===== config.mk =====
export PLATFORM = sky130hd
export DESIGN_NAME = attack_coprocessor
export DESIGN_NICKNAME = d
export VERILOG_FILES = /design/src/rtl/attack_coprocessor.sv
export SDC_FILE = /design/constraint.sdc
export NUM_CORES = 1
export LEC_CHECK = 0
export ABC_AREA = 0
export BUFFER_PORTS_ARGS = -buffer_cell sky130_fd_sc_hd__buf_2
export CAP_MARGIN = 20
export CORE_MARGIN = 1.5
export CORE_UTILIZATION = 45
export CTS_CLUSTER_SIZE = 12
export DETAILED_ROUTE_END_ITERATION = 6
export GPL_TIMING_DRIVEN = 0
export MAX_ROUTING_LAYER = met4
export PLACE_DENSITY_LB_ADDON = 0.08
export SYNTH_ARGS = -nofsm -noshare
export SYNTH_HDL_FRONTEND = slang
export SYNTH_SLANG_ARGS = --single-unit
export TNS_END_PERCENT = 10

===== constraint.sdc =====
create_clock -name clock -period 15 [get_ports clock]
set_clock_uncertainty 0.15 [all_clocks]
set_input_delay 1.5 -clock clock [delete_from_list [all_inputs] [get_ports clock]]
set_output_delay 1.5 -clock clock [all_outputs]
set_load 0.005 [all_outputs]

===== src/rtl/attack_coprocessor.sv =====
// Per-player attack engine: button edge -> windup/active/stun/cooldown FSM, hitbox test, victim damage and knockback.
// Latency: start at edge N, ACTIVE at N+WINDUP_CYCLES, earliest attack_out/hit_pulse at N+WINDUP_CYCLES+1; all outputs registered.
// No backpressure; freeze_in stalls the FSM, counters and held outputs, button edges outside IDLE are dropped.
module attack_coprocessor #(
    parameter int WINDUP_CYCLES   = 4,
    parameter int ACTIVE_CYCLES   = 8,
    parameter int STUN_CYCLES     = 16,
    parameter int COOLDOWN_CYCLES = 8,
    parameter int RANGE_X         = 40,
    parameter int RANGE_Y         = 30,
    parameter int DAMAGE_PER_HIT  = 10,
    parameter int DAMAGE_MAX      = 999,
    parameter int KB_BASE_X       = 256,
    parameter int KB_BASE_Y       = 128,
    parameter int KB_SCALE        = 8
) (
    input  logic        clock,
    input  logic        reset,
    input  logic        attack_btn,
    input  logic [31:0] attacker_controller,
    input  logic [31:0] attacker_position,
    input  logic [31:0] victim_position,
    input  logic        freeze_in,
    output logic        attack_out,
    output logic [31:0] knockback_out,
    output logic        hit_pulse,
    output logic        busy,
    output logic [9:0]  damage
);

    localparam int CNT_W = 8;

    typedef enum logic [2:0] {
        S_IDLE,
        S_WINDUP,
        S_ACTIVE,
        S_STUN,
        S_COOLDOWN
    } state_t;

    state_t             state_q;
    logic [CNT_W-1:0]   cnt_q;
    logic               btn_prev_q;
    logic               facing_q;
    logic               attack_q;
    logic [31:0]        knockback_q;
    logic               hit_pulse_q;
    logic               busy_q;
    logic [9:0]         damage_q;

    // Only the joystick sign bit matters here; the rest of the controller word is ignored.
    logic unused_ctrl;
    assign unused_ctrl = ^{attacker_controller[31:16], attacker_controller[14:0]};

    // Hitbox geometry: 17-bit signed deltas so any pair of 16-bit positions is representable.
    logic signed [16:0] dx;
    logic signed [16:0] dy;
    logic [16:0]        adx;
    logic [16:0]        ady;
    logic               dir_ok;
    logic               hit_now;

    assign dx      = $signed({1'b0, victim_position[31:16]}) - $signed({1'b0, attacker_position[31:16]});
    assign dy      = $signed({1'b0, victim_position[15:0]})  - $signed({1'b0, attacker_position[15:0]});
    assign adx     = dx[16] ? unsigned'(-dx) : unsigned'(dx);
    assign ady     = dy[16] ? unsigned'(-dy) : unsigned'(dy);
    // Facing right accepts victims at or ahead of us; facing left accepts at or behind. dx==0 passes both.
    assign dir_ok  = facing_q ? ~dx[16] : (dx[16] | (dx == 17'sd0));
    assign hit_now = (adx <= 17'(RANGE_X)) && (ady <= 17'(RANGE_Y)) && dir_ok;

    // Damage after a hit, saturating at DAMAGE_MAX.
    logic [10:0] dmg_sum;
    logic [9:0]  damage_d;

    assign dmg_sum  = {1'b0, damage_q} + 11'(DAMAGE_PER_HIT);
    assign damage_d = (dmg_sum > 11'(DAMAGE_MAX)) ? 10'(DAMAGE_MAX) : dmg_sum[9:0];

    // Knockback magnitudes scale with the post-hit damage; each axis saturates to the largest positive int16.
    logic [31:0] mag_x;
    logic [31:0] mag_y;
    logic [15:0] mag_x_sat;
    logic [15:0] mag_y_sat;
    logic [15:0] kb_x;
    logic [31:0] knockback_d;

    assign mag_x       = 32'(KB_BASE_X) + {22'd0, damage_d} * 32'(KB_SCALE);
    assign mag_y       = 32'(KB_BASE_Y) + {22'd0, damage_d} * 32'(KB_SCALE / 2);
    assign mag_x_sat   = (mag_x > 32'd32767) ? 16'h7FFF : mag_x[15:0];
    assign mag_y_sat   = (mag_y > 32'd32767) ? 16'h7FFF : mag_y[15:0];
    assign kb_x        = facing_q ? mag_x_sat : 16'(16'd0 - mag_x_sat);
    assign knockback_d = {kb_x, mag_y_sat};

    logic btn_rise;
    assign btn_rise = attack_btn & ~btn_prev_q;

    // Attack FSM with registered outputs; freeze holds everything except the button history and the hit pulse.
    always_ff @(posedge clock) begin
        if (reset) begin
            state_q     <= S_IDLE;
            cnt_q       <= '0;
            btn_prev_q  <= 1'b0;
            facing_q    <= 1'b0;
            attack_q    <= 1'b0;
            knockback_q <= '0;
            hit_pulse_q <= 1'b0;
            busy_q      <= 1'b0;
            damage_q    <= '0;
        end else begin
            btn_prev_q  <= attack_btn;
            hit_pulse_q <= 1'b0;
            if (!freeze_in) begin
                case (state_q)
                    S_IDLE: begin
                        if (btn_rise) begin
                            state_q  <= S_WINDUP;
                            cnt_q    <= '0;
                            facing_q <= attacker_controller[15];
                            busy_q   <= 1'b1;
                        end
                    end
                    S_WINDUP: begin
                        if (cnt_q == CNT_W'(WINDUP_CYCLES - 1)) begin
                            state_q <= S_ACTIVE;
                            cnt_q   <= '0;
                        end else begin
                            cnt_q <= cnt_q + CNT_W'(1);
                        end
                    end
                    S_ACTIVE: begin
                        if (hit_now) begin
                            state_q     <= S_STUN;
                            cnt_q       <= '0;
                            attack_q    <= 1'b1;
                            knockback_q <= knockback_d;
                            damage_q    <= damage_d;
                            hit_pulse_q <= 1'b1;
                        end else if (cnt_q == CNT_W'(ACTIVE_CYCLES - 1)) begin
                            state_q <= S_COOLDOWN;
                            cnt_q   <= '0;
                        end else begin
                            cnt_q <= cnt_q + CNT_W'(1);
                        end
                    end
                    S_STUN: begin
                        if (cnt_q == CNT_W'(STUN_CYCLES - 1)) begin
                            state_q     <= S_COOLDOWN;
                            cnt_q       <= '0;
                            attack_q    <= 1'b0;
                            knockback_q <= '0;
                        end else begin
                            cnt_q <= cnt_q + CNT_W'(1);
                        end
                    end
                    S_COOLDOWN: begin
                        if (cnt_q == CNT_W'(COOLDOWN_CYCLES - 1)) begin
                            state_q <= S_IDLE;
                            cnt_q   <= '0;
                            busy_q  <= 1'b0;
                        end else begin
                            cnt_q <= cnt_q + CNT_W'(1);
                        end
                    end
                    default: begin
                        state_q     <= S_IDLE;
                        cnt_q       <= '0;
                        attack_q    <= 1'b0;
                        knockback_q <= '0;
                        busy_q      <= 1'b0;
                    end
                endcase
            end
        end
    end

    assign attack_out    = attack_q;
    assign knockback_out = knockback_q;
    assign hit_pulse     = hit_pulse_q;
    assign busy          = busy_q;
    assign damage        = damage_q;

endmodule

# ---- Word-level counts from Yosys, hierarchy flattened
# Index checks and enable logic that the tools add are counted.
# Widths: inputs -> output; s select.
dict set report totals {
  reg_bits 58
  input_bits 100
  out_inout_bits 45
  wordCells 87
}
dict set report op_classes {
  add_sub_neg 9
  magnitude_cmp 5
  eq_ne 13
  mux 30
  bitwise_logic 8
  reduce_logical 13
}
# cell n
set op_table {}
lappend op_table {{$pmux 32 s3} 1}
lappend op_table {{$mux 32} 2}
lappend op_table {{$mux 8} 5}
lappend op_table {{$pmux 8 s5} 1}
lappend op_table {{$mux 17} 2}
lappend op_table {{$neg 17->17} 2}
lappend op_table {{$sub 16x16->17} 2}
lappend op_table {{$mux 15} 2}
lappend op_table {{$mux 3} 6}
lappend op_table {{$le 17x5->1 const B} 1}
lappend op_table {{$le 17x6->1 const B} 1}
lappend op_table {{$logic_not 17->1} 1}
lappend op_table {{$mux 16} 1}
lappend op_table {{$sub 1x15->16 const A} 1}
lappend op_table {{$gt 13x15->1 const B} 1}
lappend op_table {{$gt 14x15->1 const B} 1}
lappend op_table {{$pmux 3 s5} 1}
lappend op_table {{$add 9x13->14 const A} 1}
lappend op_table {{$add 8x12->13 const A} 1}
lappend op_table {{$add 10x4->11 const B} 1}
lappend op_table {{$gt 11x10->1 const B} 1}
lappend op_table {{$mux 10} 1}
lappend op_table {{$ne 2x2->1 const B} 5}
lappend op_table {{$reduce_or 3->1} 3}
lappend op_table {{other kinds (19)} 34}

# ---- Logic depth before layout (Yosys ltp)
dict set report logic_depth {
  word_depth 10
  mapped_depth 17
}

# ---- Worst setup path after synthesis
# No wires, ideal clock.
dict set report synth_timing {
  path_type {input to register}
  from {input port victim_position[16]}
  to {register knockback_q[4] (netlist: knockback_out[4])}
  setup_time_ns 0.117
  t_arrival_ns 5.480
  required_time_ns 14.733
  path_slack_ns 9.253
  path_stages 17
  n_path_buf 1
  path_cell_list {inv_1 > ha_1 > inv_1 > fa_1 > a21o_1 > a21oi_1 > xnor2_1 > a2111oi_1 > and4bb_1 > mux2_2 > a2111oi_0 > o311ai_1 > nor3_2 > a211oi_4 > o31a_4 > buf_6 > a22o_1}
}
dict set report synth_between {
  elab_chain_cells 8
  word_cells_on_any_way 12
  cone_classes {2 x add/sub; 1 x order compare; 1 x eq/ne; 2 x mux; 2 x bitwise; 4 x reduce/logical}
}
# item line_no
set synth_lines {}
lappend synth_lines {{start, declared} 22} ;# input logic [31:0] victim_position,
lappend synth_lines {{$sub 16x16->17 (*)} 63} ;# assign dx = $signed({1'b0, victim_position[31:16]}) - $signed({1'b0, attacker_position[31:16]});
lappend synth_lines {{$neg 17->17} 65} ;# assign adx = dx[16] ? unsigned'(-dx) : unsigned'(dx);
lappend synth_lines {{$mux 17} 65}
lappend synth_lines {{$le 17x6->1} 69} ;# assign hit_now = (adx <= 17'(RANGE_X)) && (ady <= 17'(RANGE_Y)) && dir_ok;
lappend synth_lines {{$logic_and 1x1->1} 69}
lappend synth_lines {{$logic_and 1x1->1 (*)} 69}
lappend synth_lines {{$ne 2x2->1 (no source line) (*)} -}
lappend synth_lines {{$reduce_and 4->1 (no source line) (*)} -}
lappend synth_lines {{end signal, assigned} 134} ;# knockback_q <= knockback_d;
lappend synth_lines {{end, declared} 46} ;# logic [31:0] knockback_q;
# Every way passes the cells marked *; elsewhere a longest branch is shown, timed or not.
# A chain may end at the register's enable or synchronous reset.

# ---- Worst setup path in the final report
dict set report layout_timing {
  from {input port victim_position[16]}
  to {register knockback_q[21] (netlist: knockback_out[21])}
}
# The elaborated chain is that of the path after synthesis.

==> flow_metrics.py <==
metrics = {
    "routing": {
        "drc": 0,
        "postRouteAntennaNets": 0,
        "wirelength_um": 13400,
        "wl_per_cell_um": 13.31,
        "dr.pass1.iters": 5,
        "drt_iter0_markers": 357,
        "vias": 5650,
        "viasPerCell": 5.611,
    },
    "die": {
        "dieArea_um2": 12880,
        "die_w_um": 113.5,
        "dieHeight_um": 113.5,
        "rows": 40,
        "start_util": 0.4591,
        "io_pins": 145,
        "coreArea_um2": 11960,
    },
    "finish": {
        "diodes": 0,
        "syn_to_final_growth_pct": 16.04,
        "postLayoutCellArea_um2": 6372,
        "final_nets": 1001,
        "fillCellCount": 1235,
        "drive_gt1_frac": 0.1872,
    },
    "setup_path": {
        "slowest_delay_ps": 650,
        "worstPathArrival_ps": 6320,
        "cp_data_required_time_ps": 15030,
        "start_kind": "primary input",
        "critPathMaxFanout": 10,
        "worst_path_most_repeated_cell": "inv_1",
        "end_kind": "register",
        "cp_slowest_cell": "a2111oi_1",
        "critical_path_class": "primary input to register",
        "critical_path.cell_chain": "buf_2 -> inv_1 -> ha_1 -> inv_1 -> fa_1 -> a21o_1 -> a21oi_1 -> xnor2_1 -> a2111oi_1 -> and4bb_1 -> mux2_2 -> a2111oi_0 -> o311ai_1 -> nor3_2 -> a211oi_4 -> o31a_4 -> buf_6 -> a22o_1",
    },
    "sta": {
        "hold-worst-slack_ps": 297.8,
        "rsz0062_at_grt": "false",
        "min_period_ps": 6284,
        "fin_crit_sh": 0.4189,
        "fin_tns_setup_ps": 0,
        "finalMaxSlewViolations": 0,
        "setup_violations": 0,
        "fin_ws_ps": 8716,
        "relSlewSlack": 0.5558,
        "max_freq_mhz": 159.1,
        "hold_viol_final": 0,
        "worst_pin_slew_ps": 664.9,
    },
    "yosys": {
        "synth.avg_cell_area_um2": 7.411,
        "muxShareOfSynthArea": 0.03326,
        "synthAdderAreaFrac": 0.09843,
        "ys_types": 87,
        "synth_edf_count": 0,
        "synth_seq_cells": 49,
        "synth_compound_area_frac": 0.3028,
        "syn_area_um2": 5492,
        "ys_seq_area_frac": 0.1786,
        "syn_inst": 741,
        "ys.flop_type": "dfxtp_1",
        "synthSimpleGateAreaFrac": 0.2536,
        "synth_top_family_by_area": "compound AO/OA/AOI/OAI gates",
        "synthArstFlopShare": 0,
        "synth_xor_area_frac": 0.05742,
        "ys_warn_count": 0,
    },
    "cts": {
        "cts_root_buf": "clkbuf_16",
        "ctsHoldBuffers": 0,
        "cts_made_buffers": 5,
        "cts.htree.levels": 2,
        "clockBufferDepth": 2,
        "cts.repair.resized": 0,
        "cts_tree": "yes",
        "insertion_delay_ps": 290,
        "cts.clk_slew.worst_paths_ps": 70,
        "post_cts_buffers": 0,
        "cts.sinks": 49,
    },
    "pwr": {
        "p_leak_nw": 3.045,
        "ir_drop_v": 0.00003926,
        "p_per_area_nw_per_um2": 68.02,
    },
    "global_route": {
        "grt_max_degree": 18,
        "grt_pass1_vias": 5254,
        "antenna_found_initial": 0,
        "track_usage": 0.2133,
        "grt_pass1_wl_um": 23180,
        "grt-ovfl-total": 0,
    },
    "placed_design": {
        "globalplace.congestion": 0.8838,
        "pre_cts_slack_ps": 8445,
        "dp_hpwl_um": 10810,
        "place_area_um2": 6222,
        "io_buffers": 104,
    },
    "run_status": {
        "status": "complete, no violations",
    },
    "job": {
        "max_cap_violations": 0,
    },
    "worst_hold_path": {
        "min_path_type": "register to register",
    },
}
synthesized netlist by cell type (3+ instances only):
master / number / area (um2)
a21oi_1: 55 / 275.3
o22ai_1: 4 / 25.02
o211a_1: 5 / 50.05
nor2b_1: 8 / 50.05
nor2_1: 76 / 285.3
or4_1: 3 / 22.52
o21ai_0: 40 / 200.2
nand4b_1: 3 / 26.28
ha_1: 40 / 500.5
o21ai_1: 4 / 20.02
o21bai_1: 4 / 30.03
a31oi_1: 13 / 81.33
o21a_1: 5 / 37.54
nand3_1: 20 / 100.1
buf_6: 3 / 33.78
nor3_1: 30 / 150.1
or2_2: 6 / 37.54
mux2i_1: 16 / 160.2
and2_1: 4 / 25.02
nor4_1: 7 / 43.79
nand3b_1: 5 / 37.54
xnor2_1: 17 / 148.9
o211ai_1: 8 / 60.06
a21boi_0: 5 / 37.54
a31o_2: 3 / 26.28
inv_1: 53 / 198.9
a21o_1: 18 / 135.1
a311oi_1: 3 / 26.28
a211o_1: 3 / 26.28
buf_4: 9 / 67.56
a22oi_1: 3 / 22.52
a22o_1: 20 / 175.2
a211oi_1: 8 / 60.06
nand4_1: 6 / 37.54
o2111ai_1: 6 / 52.55
dfxtp_1: 49 / 980.9
and3_1: 13 / 81.33
buf_2: 9 / 45.04
clkbuf_1: 18 / 67.56
or3_1: 6 / 37.54
nand2b_1: 9 / 56.30
xor2_1: 19 / 166.4
nand2_1: 52 / 195.2
power breakdown:
part | total (mW) | internal, mW | switching (mW)
logic | 0.188 | 0.0760 | 0.112
registers | 0.133 | 0.132 | 0.00129
clock network | 0.112 | 0.0626 | 0.0494
total | 0.433 | 0.271 | 0.163
layout make-up:
| type | instances | area, um2 | share of cell area |
|---|---|---|---|
| Multi-Input combinational cell | 607 | 4124 | 0.6472 |
| Sequential cell | 49 | 980.9 | 0.1539 |
| Timing Repair Buffer | 104 | 520.5 | 0.08168 |
| Buffer | 39 | 214.0 | 0.03358 |
| Inverter | 53 | 198.9 | 0.03122 |
| Tap cell | 147 | 183.9 | 0.02886 |
| Clock buffer | 5 | 125.1 | 0.01963 |
| Clock inverter | 3 | 25.02 | 0.003927 |
stage by stage:
stage | power (mW) | utilization | std cells
after floorplan | 0.2808 | - | 748
after global placement | 0.3181 | 0.5202 | 999
after detailed placement | 0.3217 | 0.5202 | 999
after CTS | 0.4357 | 0.5327 | 1007
after global routing | 0.4664 | 0.5327 | 1007
final | 0.4334 | 0.5327 | 1007
cells by family after synthesis:
group           Yosys count
simple gates            267
mux                      18
xor+xnor                 36
buf+inv                  92
compound gates          236
fa+ha+maj                42
other cells               1
flops                    49
cell usage in the layout (no fill, tap or decap), types with 20 or more instances in the layout:
cell type	Yosys	routed
a21oi_1	55	55
a22o_1	20	20
buf_2	9	113
dfxtp_1	49	49
ha_1	40	40
inv_1	53	53
nand2_1	52	52
nand3_1	20	20
nor2_1	76	76
nor3_1	30	30
o21ai_0	40	40
critical path, delay by kind of cell:
family          cells  cell delay, ps
compound gates      8            2630
simple gates        2             810
fa+ha+maj           2             530
mux                 1             350
buf+inv             4             330
xor+xnor            1             140
path summary, 6_finish.rpt:
check / end / from / depth (start not counted) / slack, ps
min reg2reg: knockback_out[3] / knockback_out[3] / 1 / 300
max: knockback_out[21] / victim_position[16] / 18 / 8720
min: knockback_out[3] / knockback_out[3] / 1 / 300
max reg2reg: knockback_out[29] / damage[3] / 14 / 10820
flip-flops by register name, summed over array words and instances, names as in the netlist:
| name | cells |
|---|---|
| attack_out | 1 |
| btn_prev_q | 1 |
| busy | 1 |
| cnt_q | 8 |
| damage | 10 |
| facing_q | 1 |
| hit_pulse | 1 |
| knockback_out | 23 |
| state_q | 3 |
layer usage:
layer	GRT usage	share of wire	up-vias
met5	-	0	-
met4	0.04167	0.0092	0
met3	0.02072	0.030	10
met2	0.3618	0.46	117
met1	0.2781	0.50	2580
li1	-	-	2943
(Power assumes the default switching activity.)
